`config.mk`:
```
export PLATFORM = sky130hd
export DESIGN_NAME = ultrasonic_echo_emulator_flat
export DESIGN_NICKNAME = d
export VERILOG_FILES = /design/src/rtl/ultrasonic_echo_emulator_if.sv /design/src/rtl/ultrasonic_echo_emulator.sv /design/src/flat_wrapper.sv
export SDC_FILE = /design/constraint.sdc
export NUM_CORES = 1
export LEC_CHECK = 0
export CAP_MARGIN = 10
export CORE_ASPECT_RATIO = 0.6
export CORE_MARGIN = 2
export CORE_UTILIZATION = 55
export CTS_BUF_LIST = sky130_fd_sc_hd__clkbuf_4 sky130_fd_sc_hd__clkbuf_8 sky130_fd_sc_hd__clkbuf_16
export DETAILED_ROUTE_END_ITERATION = 10
export GPL_TIMING_DRIVEN = 0
export PLACE_DENSITY_LB_ADDON = 0.25
export SYNTH_ARGS = -nofsm -noshare
export SYNTH_HDL_FRONTEND = slang
export SYNTH_SLANG_ARGS = --single-unit
```
`constraint.sdc`:
```
create_clock -name clk -period 12.6 [get_ports clk]
set_input_delay 2.52 -clock clk [delete_from_list [all_inputs] [get_ports clk]]
set_output_delay 2.52 -clock clk [all_outputs]
set_load 0.01 [all_outputs]
```
`src/rtl/ultrasonic_echo_emulator_if.sv`:
```
// Trig/echo link between the sensor block (master) and the echo emulator (slave).
interface ultrasonic_echo_emulator_if;
    logic        trig;
    logic [7:0]  dist_in;
    logic        echo;
    logic        busy;
    logic        trig_err;
    logic [15:0] meas_cnt;

    modport master (output trig, dist_in, input echo, busy, trig_err, meas_cnt);
    modport slave  (input trig, dist_in, output echo, busy, trig_err, meas_cnt);
endinterface

```
`src/rtl/ultrasonic_echo_emulator.sv`:
```
// HC-SR04 target emulator: answers an accepted trig pulse with an echo whose width encodes dist_in inches.
// Echo rises 2+BURST_CYCLES after the trig fall is sampled. Optional feature macro: ECHO_JITTER_EN.
// No backpressure: trig edges outside IDLE/TRIG_HI are ignored.
module ultrasonic_echo_emulator #(
    parameter int CLK_HZ          = 12_000_000,
    parameter int TRIG_MIN_CYCLES = CLK_HZ / 100_000,
    parameter int BURST_CYCLES    = CLK_HZ / 5_000,
    parameter int CYC_PER_INCH    = CLK_HZ / 1_000_000 * 148,
    parameter int MAX_INCHES      = 157,
    parameter int TIMEOUT_CYCLES  = CLK_HZ / 1_000 * 38,
    parameter int HOLDOFF_CYCLES  = CLK_HZ / 100,
    parameter int CNT_W           = 20
) (
    input  logic                       clk,
    input  logic                       reset,
    ultrasonic_echo_emulator_if.slave  bus
);

    typedef enum logic [2:0] {IDLE, TRIG_HI, DELAY, ECHO, HOLDOFF} state_t;

    localparam logic [CNT_W-1:0] TRIG_MIN   = CNT_W'(TRIG_MIN_CYCLES);
    localparam logic [CNT_W-1:0] BURST_LAST = CNT_W'(BURST_CYCLES - 1);
    localparam logic [CNT_W-1:0] HOLD_LAST  = CNT_W'(HOLDOFF_CYCLES - 1);
    localparam logic [CNT_W-1:0] TIMEOUT_W  = CNT_W'(TIMEOUT_CYCLES);
    localparam logic [CNT_W-1:0] CPI        = CNT_W'(CYC_PER_INCH);
    localparam logic [7:0]       MAX_IN     = 8'(MAX_INCHES);

    state_t           state;
    logic             trig_m, trig_s, trig_q;
    logic [CNT_W-1:0] cnt;
    logic [7:0]       dist_lat;
    logic [CNT_W-1:0] base_w, echo_w, echo_last;
    logic             accept;

    assign base_w    = (dist_lat != 8'd0 && dist_lat <= MAX_IN) ? CNT_W'(dist_lat) * CPI : TIMEOUT_W;
    assign echo_last = echo_w - CNT_W'(1);
    assign accept    = (state == TRIG_HI) && !trig_s && (cnt >= TRIG_MIN);

`ifdef ECHO_JITTER_EN
    logic [15:0] lfsr;
    logic [3:0]  jit_lat;

    // Galois form, taps 16,14,13,11; stepped once per accepted measurement.
    always_ff @(posedge clk) begin
        if (reset) begin
            lfsr    <= 16'hACE1;
            jit_lat <= 4'd0;
        end else if (accept) begin
            jit_lat <= lfsr[3:0];
            lfsr    <= {1'b0, lfsr[15:1]} ^ ({16{lfsr[0]}} & 16'hB400);
        end
    end

    assign echo_w = base_w + CNT_W'(jit_lat);
`else
    assign echo_w = base_w;
`endif

    always_ff @(posedge clk) begin
        if (reset) begin
            state        <= IDLE;
            trig_m       <= 1'b0;
            trig_s       <= 1'b0;
            trig_q       <= 1'b0;
            cnt          <= '0;
            dist_lat     <= 8'd0;
            bus.echo     <= 1'b0;
            bus.busy     <= 1'b0;
            bus.trig_err <= 1'b0;
            bus.meas_cnt <= 16'd0;
        end else begin
            trig_m       <= bus.trig;
            trig_s       <= trig_m;
            trig_q       <= trig_s;
            bus.trig_err <= 1'b0;
            case (state)
                IDLE: begin
                    // Only a genuine rise counts: trig_s left high from HOLDOFF is ignored.
                    if (trig_s && !trig_q) begin
                        state    <= TRIG_HI;
                        cnt      <= CNT_W'(1);
                        bus.busy <= 1'b1;
                    end
                end
                TRIG_HI: begin
                    if (trig_s) begin
                        if (cnt < TRIG_MIN) cnt <= cnt + CNT_W'(1);
                    end else if (accept) begin
                        dist_lat     <= bus.dist_in;
                        bus.meas_cnt <= bus.meas_cnt + 16'd1;
                        state        <= DELAY;
                        cnt          <= '0;
                    end else begin
                        bus.trig_err <= 1'b1;
                        bus.busy     <= 1'b0;
                        state        <= IDLE;
                        cnt          <= '0;
                    end
                end
                DELAY: begin
                    if (cnt == BURST_LAST) begin
                        state    <= ECHO;
                        bus.echo <= 1'b1;
                        cnt      <= '0;
                    end else begin
                        cnt <= cnt + CNT_W'(1);
                    end
                end
                ECHO: begin
                    if (cnt == echo_last) begin
                        state    <= HOLDOFF;
                        bus.echo <= 1'b0;
                        cnt      <= '0;
                    end else begin
                        cnt <= cnt + CNT_W'(1);
                    end
                end
                HOLDOFF: begin
                    if (cnt == HOLD_LAST) begin
                        state    <= IDLE;
                        bus.busy <= 1'b0;
                        cnt      <= '0;
                    end else begin
                        cnt <= cnt + CNT_W'(1);
                    end
                end
                default: begin
                    state    <= IDLE;
                    bus.echo <= 1'b0;
                    bus.busy <= 1'b0;
                    cnt      <= '0;
                end
            endcase
        end
    end

endmodule

```
`src/flat_wrapper.sv`:
```
// flat-port wrapper written by rule: the top's interface ports become plain ports
module ultrasonic_echo_emulator_flat 
#(
    parameter int CLK_HZ          = 12_000_000,
    parameter int TRIG_MIN_CYCLES = CLK_HZ / 100_000,
    parameter int BURST_CYCLES    = CLK_HZ / 5_000,
    parameter int CYC_PER_INCH    = CLK_HZ / 1_000_000 * 148,
    parameter int MAX_INCHES      = 157,
    parameter int TIMEOUT_CYCLES  = CLK_HZ / 1_000 * 38,
    parameter int HOLDOFF_CYCLES  = CLK_HZ / 100,
    parameter int CNT_W           = 20
)
  (clk, reset, bus_trig, bus_dist_in, bus_echo, bus_busy, bus_trig_err, bus_meas_cnt);
  ultrasonic_echo_emulator_if bus_i ();
  input  logic clk;
  input  logic reset;
  input wire logic [$bits(bus_i.trig)-1:0] bus_trig;
  input wire logic [$bits(bus_i.dist_in)-1:0] bus_dist_in;
  output wire logic [$bits(bus_i.echo)-1:0] bus_echo;
  output wire logic [$bits(bus_i.busy)-1:0] bus_busy;
  output wire logic [$bits(bus_i.trig_err)-1:0] bus_trig_err;
  output wire logic [$bits(bus_i.meas_cnt)-1:0] bus_meas_cnt;
  assign bus_i.trig = bus_trig;
  assign bus_i.dist_in = bus_dist_in;
  assign bus_echo = bus_i.echo;
  assign bus_busy = bus_i.busy;
  assign bus_trig_err = bus_i.trig_err;
  assign bus_meas_cnt = bus_i.meas_cnt;
  ultrasonic_echo_emulator #(.CLK_HZ(CLK_HZ), .TRIG_MIN_CYCLES(TRIG_MIN_CYCLES), .BURST_CYCLES(BURST_CYCLES), .CYC_PER_INCH(CYC_PER_INCH), .MAX_INCHES(MAX_INCHES), .TIMEOUT_CYCLES(TIMEOUT_CYCLES), .HOLDOFF_CYCLES(HOLDOFF_CYCLES), .CNT_W(CNT_W)) u_core (.clk(clk), .reset(reset), .bus(bus_i));
endmodule
```
==> metrics.md <==
| Metric | Value |
|---|---|
| Status | `completed` |
| Latest clock arrival within the worst-skew pair | `0.30 ns` |
| Power Dens Cells | `61.3 nW/um2` |
| Max_slew headroom | `45.2%` |
| Logic pwr share | `5.6%` |
| Pint | `272 uW` |
| Max-cap viol count | `0` |
| Nets | `729` |
| Core Region | `9120 um2` |
| Synthesized area | `5140 um2` |
| Max Clk Rate | `160 MHz` |
| Gr ovfl total | `0` |
| Starting DRT DRC Count | `346` |
| Peak VDD IR | `0.0515 mV` |
| Post-Syn Instances | `614` |
| Initial core utilization | `56.3%` |
| Crit path required time | `12.77 ns` |
| Hold Crit Class | `reg -> reg` |
| Tcrit/Tclk final | `49.6%` |
| Crit Path Class | `reg -> reg` |
| Initial antenna violation count | `0` |
| Num Clock Sinks | `53` |
| Count of final setup violators | `0` |
| Largest net degree at the start of global routing | `19` |
| Final GP Congestion | `0.950` |
| DRT Wirelength | `12600 um` |
| Pre-antenna DRT Iters | `5` |
| Vias in the first global route | `4397` |
| EDFF count, synth | `0` |
| Worst Path Arrival | `6.41 ns` |
| # DRC | `0` |
| PnR worst setup slack | `6.36 ns` |
| GRT Total Usage | `25.9%` |
| Register area share after synthesis | `20.6%` |
| Post-synthesis cell type count | `72` |
| Sequential share of power | `48.0%` |
| Top cell type's share of synthesized area | `20.6%` |
| Seq cells post-synth | `53` |
| First-pass GRT wire length | `21100 um` |
| Height of the chip | `78.9 um` |
| PostCTS Resize Cnt | `0` |
| YS warnings | `0` |
| Clk pwr share | `46.3%` |
| Post-synth net total | `694` |
| Die width | `129 um` |
| Setup Skew | `0.00768 ns` |
| # Post-CTS Setup Buffers | `0` |
| Maximum fanout along the worst path | `10` |
| Post-Syn Area per Cell | `8.37 um2` |
| Clk root buf | `clkbuf_16` |
| CTS Buffer Depth | `2` |
| Cts hold-fix bufs | `0` |
| CTS buffer count | `5` |
| Place WS | `6.48 ns` |
| Post-synth top flop | `dfxtp_1` |
| Ant. Diodes | `0` |
| PortBufs | `28` |
| Fin. Hold Viols | `0` |
| Critical path startpoint category | `register` |
| RSZ-0062 raised after global routing | `false` |
| Vias | `4641` |
| Most area-hungry cell type in the Yosys netlist | `dfxtp_1` |
| Synth async-reset ratio | `0%` |
| Worst-Margin Slew | `0.814 ns` |
| Sw Share | `22.6%` |
| Leak Pwr | `0.00250 uW` |
| Die area | `10200 um2` |
| Clk slew on worst S/H paths | `0.07 ns` |
| H-tree depth | `2` |
| Top Ports | `30` |
| HPWL Detailed | `9840 um` |
| Psw | `79.6 uW` |
| Min cycle time layout | `6.24 ns` |
| Area growth syn-to-layout | `11.7%` |
| Fin Setup TNS | `0 ns` |
| CP endpoint kind | `register` |
| Final Max Tran Viols | `0` |
| Synth area leaders | `dfxtp_1 21%, ha_1 12%, fa_1 7.8%` |
| Vias per Instance | `6.06` |
| Final Hold Slack | `0.441 ns` |
| Num rows | `27` |
| Wire per inst | `16.4 um` |
| Post-DRT Antenna Nets | `0` |
| CTS tree | `yes` |
| Layout cells sized above 1 | `9.08%` |
-- metal layers --
layer	wire, um	GRT usage, %	share of wire, %	vias up
li1	-	-	-	2258
met1	6320	39.1	50	2200
met2	5130	37.6	41	165
met5	0	0	0	-
met3	1010	5.32	8.0	18
met4	138	6.20	1.1	0
-- sequential cells by signal, summed over array words and instances, names as in the netlist --
register             count
u_core.trig_q            1
u_core.state             3
u_core.trig_m            1
u_core.bus.busy          1
u_core.bus.echo          1
u_core.cnt              20
u_core.bus.trig_err      1
u_core.trig_s            1
u_core.bus.meas_cnt     16
u_core.dist_lat          8
-- layout by cell type, fill, tap and decap left out, drive strengths merged, types with 3 or more instances in the layout --
cell type	instances
nand3	36
xnor2	14
a21oi	34
ha	49
dfxtp	53
and3	21
buf	8
and4	6
clkbuf	26
o211ai	12
o211a	3
fa	20
mux2i	8
and2	7
nand2	51
a211o	4
nor2	44
or2	6
or4	5
o21ai	23
xor2	21
nand2b	8
a211oi	9
o21a	3
nor3	9
clkdlybuf4s50	28
or3	14
nor2b	6
nand4	11
inv	45
a21o	13
nor4	24
-- worst paths after layout --
check,to,slack (ns),depth (start not counted),from
worst max-delay path,u_core.cnt[3]$_SDFFE_PP0P_,6.36,19,u_core.dist_lat[5]$_SDFFE_PP0P_
worst min-delay path,u_core.trig_s$_SDFF_PP0_,0.44,1,u_core.trig_m$_SDFF_PP0_
worst max register to register,u_core.cnt[3]$_SDFFE_PP0P_,6.36,19,u_core.dist_lat[5]$_SDFFE_PP0P_
worst min register to register,u_core.trig_s$_SDFF_PP0_,0.44,1,u_core.trig_m$_SDFF_PP0_
-- cell usage after synthesis, types with 9 or more instances --
cell type,count
fa_1,20
and3_1,19
nor2_1,43
nand3_1,36
xnor2_1,14
xor2_1,21
ha_1,49
o21ai_0,23
nor4_2,9
o211ai_1,12
nor4_1,15
nand2_1,51
inv_1,44
a21oi_1,34
nand4_1,11
a21o_1,10
clkbuf_1,18
a211oi_1,9
dfxtp_1,53
or3_1,11
-- power by group through the flow --
stage	combinational, uW	sequential (uW)	clock [uW]
2_1_floorplan	12.3	173	0
3_3_place_gp	19.1	173	0
3_5_place_dp	19.6	173	0
4_1_cts	19.6	169	167
5_1_grt	21.7	169	173
6_report	19.9	169	163
-- per-stage QoR --
stage                     utilization, %  total power (uW)  instance area [um2]  instances
after floorplan                        -               185                 5140        614
after global placement              61.0               192                 5560        758
after detailed placement            61.0               193                 5560        758
after CTS                           62.9               355                 5740        766
after global routing                62.9               364                 5740        766
final                               62.9               352                 5740        766
-- critical path, cell delays in order (launching register included) --
cell and delay [ns]:
dfxtp_1 0.67, fa_1 0.51, inv_1 0.08, fa_1 0.45, fa_1 0.54, inv_1 0.05
fa_1 0.46, ha_1 0.40, a21o_1 0.23, a21o_1 0.21, xor2_1 0.19, a21oi_1 0.30
nand4_1 0.29, nor3_2 0.38, mux2i_1 0.14, o211ai_1 0.24, and3_4 0.28, nor3b_4 0.41
buf_8 0.22, nor4_2 0.06
-- kinds of logic after synthesis --
family / synth area share, %
xor gates and xnor gates: 6.43
and+or+nand+nor: 28.4
AOI/OAI and AO/OA: 14.8
adders and majority gates: 19.7
muxes: 1.56
DFF: 20.6
buffers and inverters: 8.38
-- final cells by class --
class | instances | area [um2]
inverter | 44 | 165
clock inverter | 3 | 50.0
timing repair buffer | 28 | 280
buffer | 32 | 265
fill | 798 | 3380
tap | 116 | 145
sequential | 53 | 1060
multi-input combinational | 485 | 3650
clock buffer | 5 | 125
(Power assumes the default switching activity.)
